--- src/rtl/pwm_pkg.sv ---
// -----------------------------------------------------------------------------
// pwm_pkg
// Shared definitions for the PWM blocks (capture and generator).
//   COUNTER_WIDTH_DEF : default width of cycle counters and measurements
//   SYNC_STAGES_MIN   : smallest legal synchronizer depth
//   pwm_state_t       : capture FSM state encoding
// -----------------------------------------------------------------------------
package pwm_pkg;

  localparam int COUNTER_WIDTH_DEF = 32;
  localparam int SYNC_STAGES_MIN   = 2;

  typedef enum logic [2:0] {
    ST_IDLE  = 3'd0,
    ST_ARM   = 3'd1,
    ST_HIGH  = 3'd2,
    ST_LOW   = 3'd3,
    ST_STUCK = 3'd4
  } pwm_state_t;

endpackage

--- src/rtl/pwm_sync_edge.sv ---
// -----------------------------------------------------------------------------
// pwm_sync_edge
// Brings the asynchronous PWM input into the clk domain, applies polarity and
// produces registered rise/fall strobes of the active level.
// Ports:
//   clk, rst  : clock, asynchronous active-high reset
//   pwm_in    : asynchronous PWM gate signal
//   polarity  : 0 = active high, 1 = active low
//   level_p1  : active level, aligned with rise_p1/fall_p1
//   rise_p1   : one-cycle strobe, active level went 0 -> 1
//   fall_p1   : one-cycle strobe, active level went 1 -> 0
// -----------------------------------------------------------------------------
module pwm_sync_edge
  import pwm_pkg::*;
#(
  parameter int SYNC_STAGES = SYNC_STAGES_MIN
) (
  input  logic clk,
  input  logic rst,
  input  logic pwm_in,
  input  logic polarity,
  output logic level_p1,
  output logic rise_p1,
  output logic fall_p1
);

  logic [SYNC_STAGES-1:0] sync_q;
  // Marks which synchronizer/history flops already hold a real sample. The
  // reset value of the flops is not a real low, so edges are ignored until
  // both the synchronizer output and prev_level have been filled.
  logic [SYNC_STAGES:0]   fill_q;
  logic                   prev_level;
  logic                   level_p0;
  logic                   primed;

  assign level_p0 = sync_q[SYNC_STAGES-1] ^ polarity;
  assign primed   = fill_q[SYNC_STAGES];
  assign level_p1 = prev_level;

  always_ff @(posedge clk or posedge rst) begin
    if (rst) begin
      sync_q     <= '0;
      fill_q     <= '0;
      prev_level <= 1'b0;
      rise_p1    <= 1'b0;
      fall_p1    <= 1'b0;
    end else begin
      // Stage p0: synchronizer chain
      sync_q     <= {sync_q[SYNC_STAGES-2:0], pwm_in};
      fill_q     <= {fill_q[SYNC_STAGES-1:0], 1'b1};
      // Stage p1: edge detect against the previous active level
      prev_level <= level_p0;
      rise_p1    <= primed &  level_p0 & ~prev_level;
      fall_p1    <= primed & ~level_p0 &  prev_level;
    end
  end

endmodule

--- src/rtl/pwm_capture.sv ---
// -----------------------------------------------------------------------------
// pwm_capture
// Measures period (active edge to active edge) and active-level duration of a
// PWM signal in clk cycles, and flags a stuck input when no edge arrives
// within a programmable number of cycles.
// Ports:
//   clk, rst    : clock, asynchronous active-high reset
//   en          : capture enable, low returns to IDLE and drops the measurement
//   polarity    : 0 = active high, 1 = active low (change only while en=0)
//   pwm_in      : asynchronous PWM input
//   timeout     : stuck-detect limit in cycles, 0 disables
//   period      : last measured period
//   high_time   : last measured active-level duration
//   valid       : one-cycle pulse when period/high_time update
//   stuck       : no edge seen within timeout cycles
//   stuck_level : active level at the moment stuck was entered
// -----------------------------------------------------------------------------
module pwm_capture
  import pwm_pkg::*;
#(
  parameter int COUNTER_WIDTH = COUNTER_WIDTH_DEF,
  parameter int SYNC_STAGES   = SYNC_STAGES_MIN
) (
  input  logic                     clk,
  input  logic                     rst,
  input  logic                     en,
  input  logic                     polarity,
  input  logic                     pwm_in,
  input  logic [COUNTER_WIDTH-1:0] timeout,
  output logic [COUNTER_WIDTH-1:0] period,
  output logic [COUNTER_WIDTH-1:0] high_time,
  output logic                     valid,
  output logic                     stuck,
  output logic                     stuck_level
);

  localparam logic [COUNTER_WIDTH-1:0] CNT_MAX = '1;
  localparam logic [COUNTER_WIDTH-1:0] CNT_ONE = COUNTER_WIDTH'(1);

  pwm_state_t               state;
  logic [COUNTER_WIDTH-1:0] cnt;
  logic [COUNTER_WIDTH-1:0] hcap;
  logic                     sat;

  logic                     level_p1;
  logic                     rise_p1;
  logic                     fall_p1;

  logic [COUNTER_WIDTH-1:0] cnt_inc;
  logic                     cnt_at_max;
  logic                     timed_out;

  // Increment that sticks at all-ones instead of wrapping.
  function automatic logic [COUNTER_WIDTH-1:0] sat_inc(
    input logic [COUNTER_WIDTH-1:0] v
  );
    return (v == CNT_MAX) ? v : v + CNT_ONE;
  endfunction

  pwm_sync_edge #(
    .SYNC_STAGES (SYNC_STAGES)
  ) u_sync_edge (
    .clk      (clk),
    .rst      (rst),
    .pwm_in   (pwm_in),
    .polarity (polarity),
    .level_p1 (level_p1),
    .rise_p1  (rise_p1),
    .fall_p1  (fall_p1)
  );

  assign cnt_inc    = sat_inc(cnt);
  // An increment attempted at all-ones means the true count no longer fits.
  assign cnt_at_max = (cnt == CNT_MAX);
  assign timed_out  = (timeout != '0) && (cnt >= timeout);

  // Stage p2: measurement FSM, counters and registered outputs
  always_ff @(posedge clk or posedge rst) begin
    if (rst) begin
      state       <= ST_IDLE;
      cnt         <= '0;
      hcap        <= '0;
      sat         <= 1'b0;
      period      <= '0;
      high_time   <= '0;
      valid       <= 1'b0;
      stuck       <= 1'b0;
      stuck_level <= 1'b0;
    end else begin
      valid <= 1'b0;
      if (!en) begin
        state <= ST_IDLE;
        stuck <= 1'b0;
      end else begin
        case (state)
          ST_IDLE: begin
            state <= ST_ARM;
          end

          // Only a genuine low-to-high transition starts a measurement; a
          // level that is already active when arming has to drop first.
          ST_ARM: begin
            if (rise_p1) begin
              state <= ST_HIGH;
              cnt   <= CNT_ONE;
              sat   <= 1'b0;
            end
          end

          ST_HIGH: begin
            if (fall_p1) begin
              hcap  <= cnt;
              cnt   <= cnt_inc;
              sat   <= sat | cnt_at_max;
              state <= ST_LOW;
            end else if (timed_out) begin
              state       <= ST_STUCK;
              stuck       <= 1'b1;
              stuck_level <= level_p1;
            end else begin
              cnt <= cnt_inc;
              sat <= sat | cnt_at_max;
            end
          end

          // The closing rise also opens the next measurement, so periods are
          // back-to-back with no lost cycle.
          ST_LOW: begin
            if (rise_p1) begin
              if (!sat) begin
                period    <= cnt;
                high_time <= hcap;
                valid     <= 1'b1;
              end
              cnt   <= CNT_ONE;
              sat   <= 1'b0;
              state <= ST_HIGH;
            end else if (timed_out) begin
              state       <= ST_STUCK;
              stuck       <= 1'b1;
              stuck_level <= level_p1;
            end else begin
              cnt <= cnt_inc;
              sat <= sat | cnt_at_max;
            end
          end

          // A rise restarts counting directly; the half period before it is
          // unknown, so that edge produces no result.
          ST_STUCK: begin
            if (rise_p1) begin
              state <= ST_HIGH;
              cnt   <= CNT_ONE;
              sat   <= 1'b0;
              stuck <= 1'b0;
            end else if (fall_p1) begin
              state <= ST_ARM;
              stuck <= 1'b0;
            end
          end

          default: begin
            state <= ST_IDLE;
          end
        endcase
      end
    end
  end

endmodule

--- config.mk ---
export PLATFORM = sky130hd
export DESIGN_NAME = pwm_capture
export DESIGN_NICKNAME = d
export VERILOG_FILES = /design/src/rtl/pwm_pkg.sv /design/src/rtl/pwm_sync_edge.sv /design/src/rtl/pwm_capture.sv
export SDC_FILE = /design/constraint.sdc
export NUM_CORES = 1
export LEC_CHECK = 0
export BUFFER_PORTS_ARGS = -buffer_cell sky130_fd_sc_hd__buf_2
export CORE_ASPECT_RATIO = 0.8
export CORE_UTILIZATION = 30
export DETAILED_ROUTE_END_ITERATION = 7
export GPL_TIMING_DRIVEN = 0
export MAX_ROUTING_LAYER = met4
export PLACE_DENSITY = 0.47
export SLEW_MARGIN = 20
export SYNTH_ARGS = -nofsm -noshare
export SYNTH_HDL_FRONTEND = slang
export SYNTH_HIERARCHICAL = 1
export SYNTH_SLANG_ARGS = --single-unit
export TNS_END_PERCENT = 5
--- constraint.sdc ---
create_clock -name clk -period 14 [get_ports clk]
set_input_delay 4.2 -clock clk [delete_from_list [all_inputs] [get_ports clk]]
set_output_delay 4.2 -clock clk [all_outputs]
set_load 0.005 [all_outputs]
# Yosys cells after proc, flatten, opt, wreduce, memory -nomap -nowiden

Cells that the tools add are included.

Add/subtract/negate cells: 1
Magnitude comparators: 1
Equality and inequality tests: 13
Muxes and demuxes: 34
Bitwise logic cells: 9
Reductions and logical operators: 12

Operators by type and width:

| operator              | count |
|---|---|
| $mux 32               | 5 |
| $pmux 32 s3           | 1 |
| $add 32x1->32 const B | 1 |
| $eq 32x32->1 const B  | 1 |
| $ge 32x32->1          | 1 |
| $reduce_bool 32->1    | 1 |
| $mux 3                | 7 |
| $mux 1                | 17 |
| $pmux 3 s5            | 1 |
| $reduce_and 4->1      | 3 |
| $eq 3x2->1 const B    | 2 |
| $ne 3x3->1 const B    | 2 |
| $pmux 1 s3            | 2 |
| $reduce_and 3->1      | 2 |
| $and 1x1->1           | 4 |
| $ne 2x2->1 const B    | 2 |
| $ne 4x1->1 const B    | 1 |
| $ne 4x2->1 const B    | 1 |
| $eq 3x1->1 const B    | 1 |
| $eq 3x3->1 const B    | 1 |
| $logic_not 3->1       | 1 |
| $ne 3x2->1 const B    | 1 |
| $not 1->1             | 3 |
| $reduce_bool 3->1     | 1 |
| other kinds (8)       | 8 |

Register bits after elaboration: 143
Input bits: 37
Output and inout bits: 67
Word-level logic and storage cells: 84

# Longest topological paths before layout

Depth in word-level cells: 6
Gate-level depth with buffers: 11
Mapped depth without buffers: 11

# By module

Netlist, hierarchy kept.

By module, submodules not included:

| module        | times used | cells each | area an instance (um2) | seq. area each (um2) |
|---|---|---|---|---|
| pwm_capture   | 1          | 614        | 6804.0                 | 3378.2 |
| pwm_sync_edge | 1          | 14         | 234.0                  | 200.2 |

# Least setup slack after synthesis

Ideal clock, no wire load.

Kind: input to register
Start: input port timeout[15]
End: register cnt[28]
Library setup time: 118 ps
Arrival time: 6493 ps
Data required time: 13882 ps
Slack: 7389 ps
Stages on the path: 11
Path buffers: 1
Cells stage by stage: inv_1 -> ha_1 -> nand4_1 -> nor3_1 -> or4b_1 -> a31oi_1 -> o21ai_1 -> a2bb2oi_2 -> buf_2 -> nor3_1 -> a21o_1

Word-level cells in the longest chain between the ends: 5
Elaborated cells between the ends (all ways): 7
Classes of those cells: order compare: 1; mux: 4; reduce/logical: 2

RTL lines:

| element                                                   | line               | source |
|---|---|---|
| start: declaration                                        | pwm_capture.sv:29  | `input logic [COUNTER_WIDTH-1:0] timeout,` |
| $ge 32x32->1 / $reduce_bool 32->1 (equally long branches) | pwm_capture.sv:75  | `assign timed_out = (timeout != '0) && (cnt >= timeout);` |
| $logic_and 1x1->1 *                                       | pwm_capture.sv:75  |  |
| $mux 32 *                                                 | n/a                |  |
| $mux 32, on equally long branches                         | n/a                |  |
| $pmux 32 s3 *                                             | n/a                |  |
| end signal: assignment                                    | pwm_capture.sv:113 | `cnt <= cnt_inc;` |
| end signal: assignment                                    | pwm_capture.sv:121 | `cnt <= cnt_inc;` |
| end signal: assignment                                    | pwm_capture.sv:143 | `cnt <= cnt_inc;` |
| end: declaration                                          | pwm_capture.sv:41  | `logic [COUNTER_WIDTH-1:0] cnt;` |

Mark *: on every way between the ends. The rest lies on a longest branch, timed or not.
A chain may end at the register's enable or synchronous reset.

# Worst setup path in the final report

Start: input port timeout[31]
End: register cnt[0]

Same word-level chain as after synthesis.

==> metrics.cfg <==
[placed_design]
gp_routability_congestion=0.8956
dp_hpwl_um=15030
numPortBuffers=103

[yosys]
synth-main-ff-cell=dfrtp_1
synth_seq_cells=143
synth_edf_count=0
synthesis.nets=698
synth_common_cells=dfrtp_1 (143), mux2_2 (93), inv_1 (41), nand2_1 (41), o21ai_0 (37)
netlist_instances=628
synth_most_common_cell=dfrtp_1
async_reset_ff_share_pct=100.0
post_synth_num_cell_types=56
synth.area.top_cells=dfrtp_1 (51%), mux2_2 (15%), ha_1 (5.9%)
yosysTopAreaCellShare_pct=50.84
synth_area_per_cell_um2=11.21
synth.largest_area_cell=dfrtp_1
synthesis.yosys.warnings=6
syn-cell-area_um2=7038
ys_seq_area_share_pct=50.84

[die]
std_cell_rows=49
start_util_pct=30.94
core-area_um2=22750
die_y_um=139.0
die_w_um=173.2
fp.dieArea_um2=24080
pin_count=104

[run_status]
status=finished, final reports clean

[global_routing]
overflow=0
grt_max_degree=83
grt_antenna_before_repair=0
grt_pass1_wl_um=33010
track_usage_pct=18.60
grt_pass1_vias=5683

[worst_setup_path]
reg2reg_slack_ps=9740
cpMaxStageDelayCell=o21ai_0
crit_type=input port to flop
r2r-end=cnt[0]$_DFFE_PP0P_
startpoint=timeout[31]
crit_required_ps=14310
r2r-start=cnt[31]$_DFFE_PP0P_
cp_data_arrival_time_ps=7940
path_max_fanout=7
crit_path_start_kind=input port
endpoint=cnt[0]$_DFFE_PP0P_
reg2reg_depth=10
end_kind=flop
crit_chain=buf_2, inv_1, ha_1, nand4_1, nor4_1, o211ai_1, a31oi_1, nor2_1, o21ai_0, inv_1, o21ai_0, a21oi_1
critical_path.max_stage_delay_ps=710

[cts]
clock_sinks=143
cts_setup_buffers=0
cts.htree.levels=4
cts_tree=yes
cts_inserted_buffers=17
ctsLongestPathBuffers=2
path_clk_slew_ps=70
hold_buffers=0
cts_resized=0
ctsRootBufferMaster=clkbuf_16
insertion_delay_ps=430

[layout]
fillers=2250
drive_gt1_share_pct=32.50
syn2layout_area_growth_pct=21.74
nNetsFinal=821
diodes=0

[timing]
slew_violations=0
fmax_ghz=0.1310
fin_crit_ps=7632
setup_viol=0
hold_ws_ps=348.0
rsz0062_at_grt=no
slew_headroom_pct=38.84
tns_ps=0
worst_clock_skew_ps=11.42
period_share_pct=54.51
worst_pin_slew_ps=915.1
hold_viol_final=0

[hold_path]
hp-class=flop to flop
min_from=u_sync_edge/fill_q[1]$_DFF_PP0_

[detailed_routing]
drtIter0Drc=327
vias_per_cell=5.135
dr.pass1.iters=4
vias=5489
routedWlPerCell_um=19.35
wl_um=20680
drc_errors=0
detail-route-antenna-nets=0

[job]
maxCapViolations=0

[power]
power_density_nw_per_um2=117.0
leakage_uw=0.004352
vdd_drop_max_mv=0.06471

layer usage:
layer  vias to the layer above  track usage, %  wire length [um]
met5                         -               -                 0
met4                         0           5.682               274
met3                        19           4.249               963
met2                       167           25.17              8582
met1                      2751           27.15             10860
li1                       2552               -                 -
per-stage QoR:
stage / area, um^2 / utilization (%) / power (uW) / setup slack [ps] / instances
floorplan: 7038 / - / 502.9 / 6189 / 628
global placement: 7936 / 34.89 / 540.7 / 4478 / 1037
detailed placement: 7973 / 35.05 / 544.8 / 5925 / 1038
CTS: 8568 / 37.67 / 1014 / 6371 / 1069
global route: 8568 / 37.67 / 1047 / 6011 / 1069
finish: 8568 / 37.67 / 1002 / 6368 / 1069
how the worst min path moves through the flow:
stage / to / slack (ps) / cells past startpoint
finish: u_sync_edge/fill_q[2]$_DFF_PP0_ / 350 / 0
global route: u_sync_edge/sync_q[1]$_DFF_PP0_ / 360 / 0
CTS: u_sync_edge/fill_q[2]$_DFF_PP0_ / 350 / 0
detailed placement: u_sync_edge/fill_q[2]$_DFF_PP0_ / 330 / 0
global placement: u_sync_edge/fill_q[1]$_DFF_PP0_ / 330 / 0
floorplan: u_sync_edge/fill_q[1]$_DFF_PP0_ / 330 / 0
logic make-up (layout without fill, tap and decap cells):
| kind of cell | after synthesis | count (layout) | synth area share (%) |
|---|---|---|---|
| other | 1 | 1 | 0.05328 |
| DFF | 143 | 143 | 50.84 |
| AOI/OAI and AO/OA | 131 | 131 | 12.18 |
| adders and majority gates | 33 | 33 | 5.867 |
| buffers and inverters | 65 | 200 | 3.716 |
| xor gates and xnor gates | 3 | 3 | 0.3734 |
| muxes | 94 | 94 | 15.02 |
| and+or+nand+nor | 158 | 158 | 11.95 |
sequential cells by signal (all words and copies together), names as in the netlist:
signal and count:
cnt 32, hcap 32, high_time 32, period 32, sat 1, state 3, stuck 1, stuck_level 1
u_sync_edge/fall_p1 1, u_sync_edge/fill_q 3, u_sync_edge/level_p1 1, u_sync_edge/rise_p1 1, u_sync_edge/sync_q 2, valid 1
critical path, delay by kind of cell:
family,cells,cell delay (ps)
and+or+nand+nor,3,970
buffers and inverters,3,430
AOI/OAI and AO/OA,5,2020
adders and majority gates,1,310
final cells by class:
class                      instances  area (um^2)  share of cell area [%]
clock inverter                    11        128.9                   1.504
tap                              306        382.9                   4.468
inverter                          41        161.4                   1.884
clock buffer                      20        466.7                   5.447
multi-input combinational        420         3199                   37.34
buffer                            24        107.6                   1.256
sequential                       143         3578                   41.76
timing repair buffer             104        543.0                   6.338
where the power goes:
part / switching (uW) / internal [uW]
clock: 188 / 277
combinational: 57.5 / 32.4
sequential: 20.5 / 426
placed cells by master (no fill, tap or decap), types with 5 or more instances in the layout:
master and instances:
nand4_1 15, nor2_1 26, o31ai_1 16, nor3b_1 5, dfrtp_1 143, inv_1 40
a21o_1 5, nand2b_1 6, o21a_1 5, or2_2 6, ha_1 33, clkbuf_16 17
nand3_1 12, nor3_1 9, clkbuf_1 19, o311ai_0 11, and3_1 12, buf_2 105
nor4_1 9, a21oi_1 29, mux2_2 93, nand2_1 41, o21ai_0 37
(Power assumes the default switching activity.)
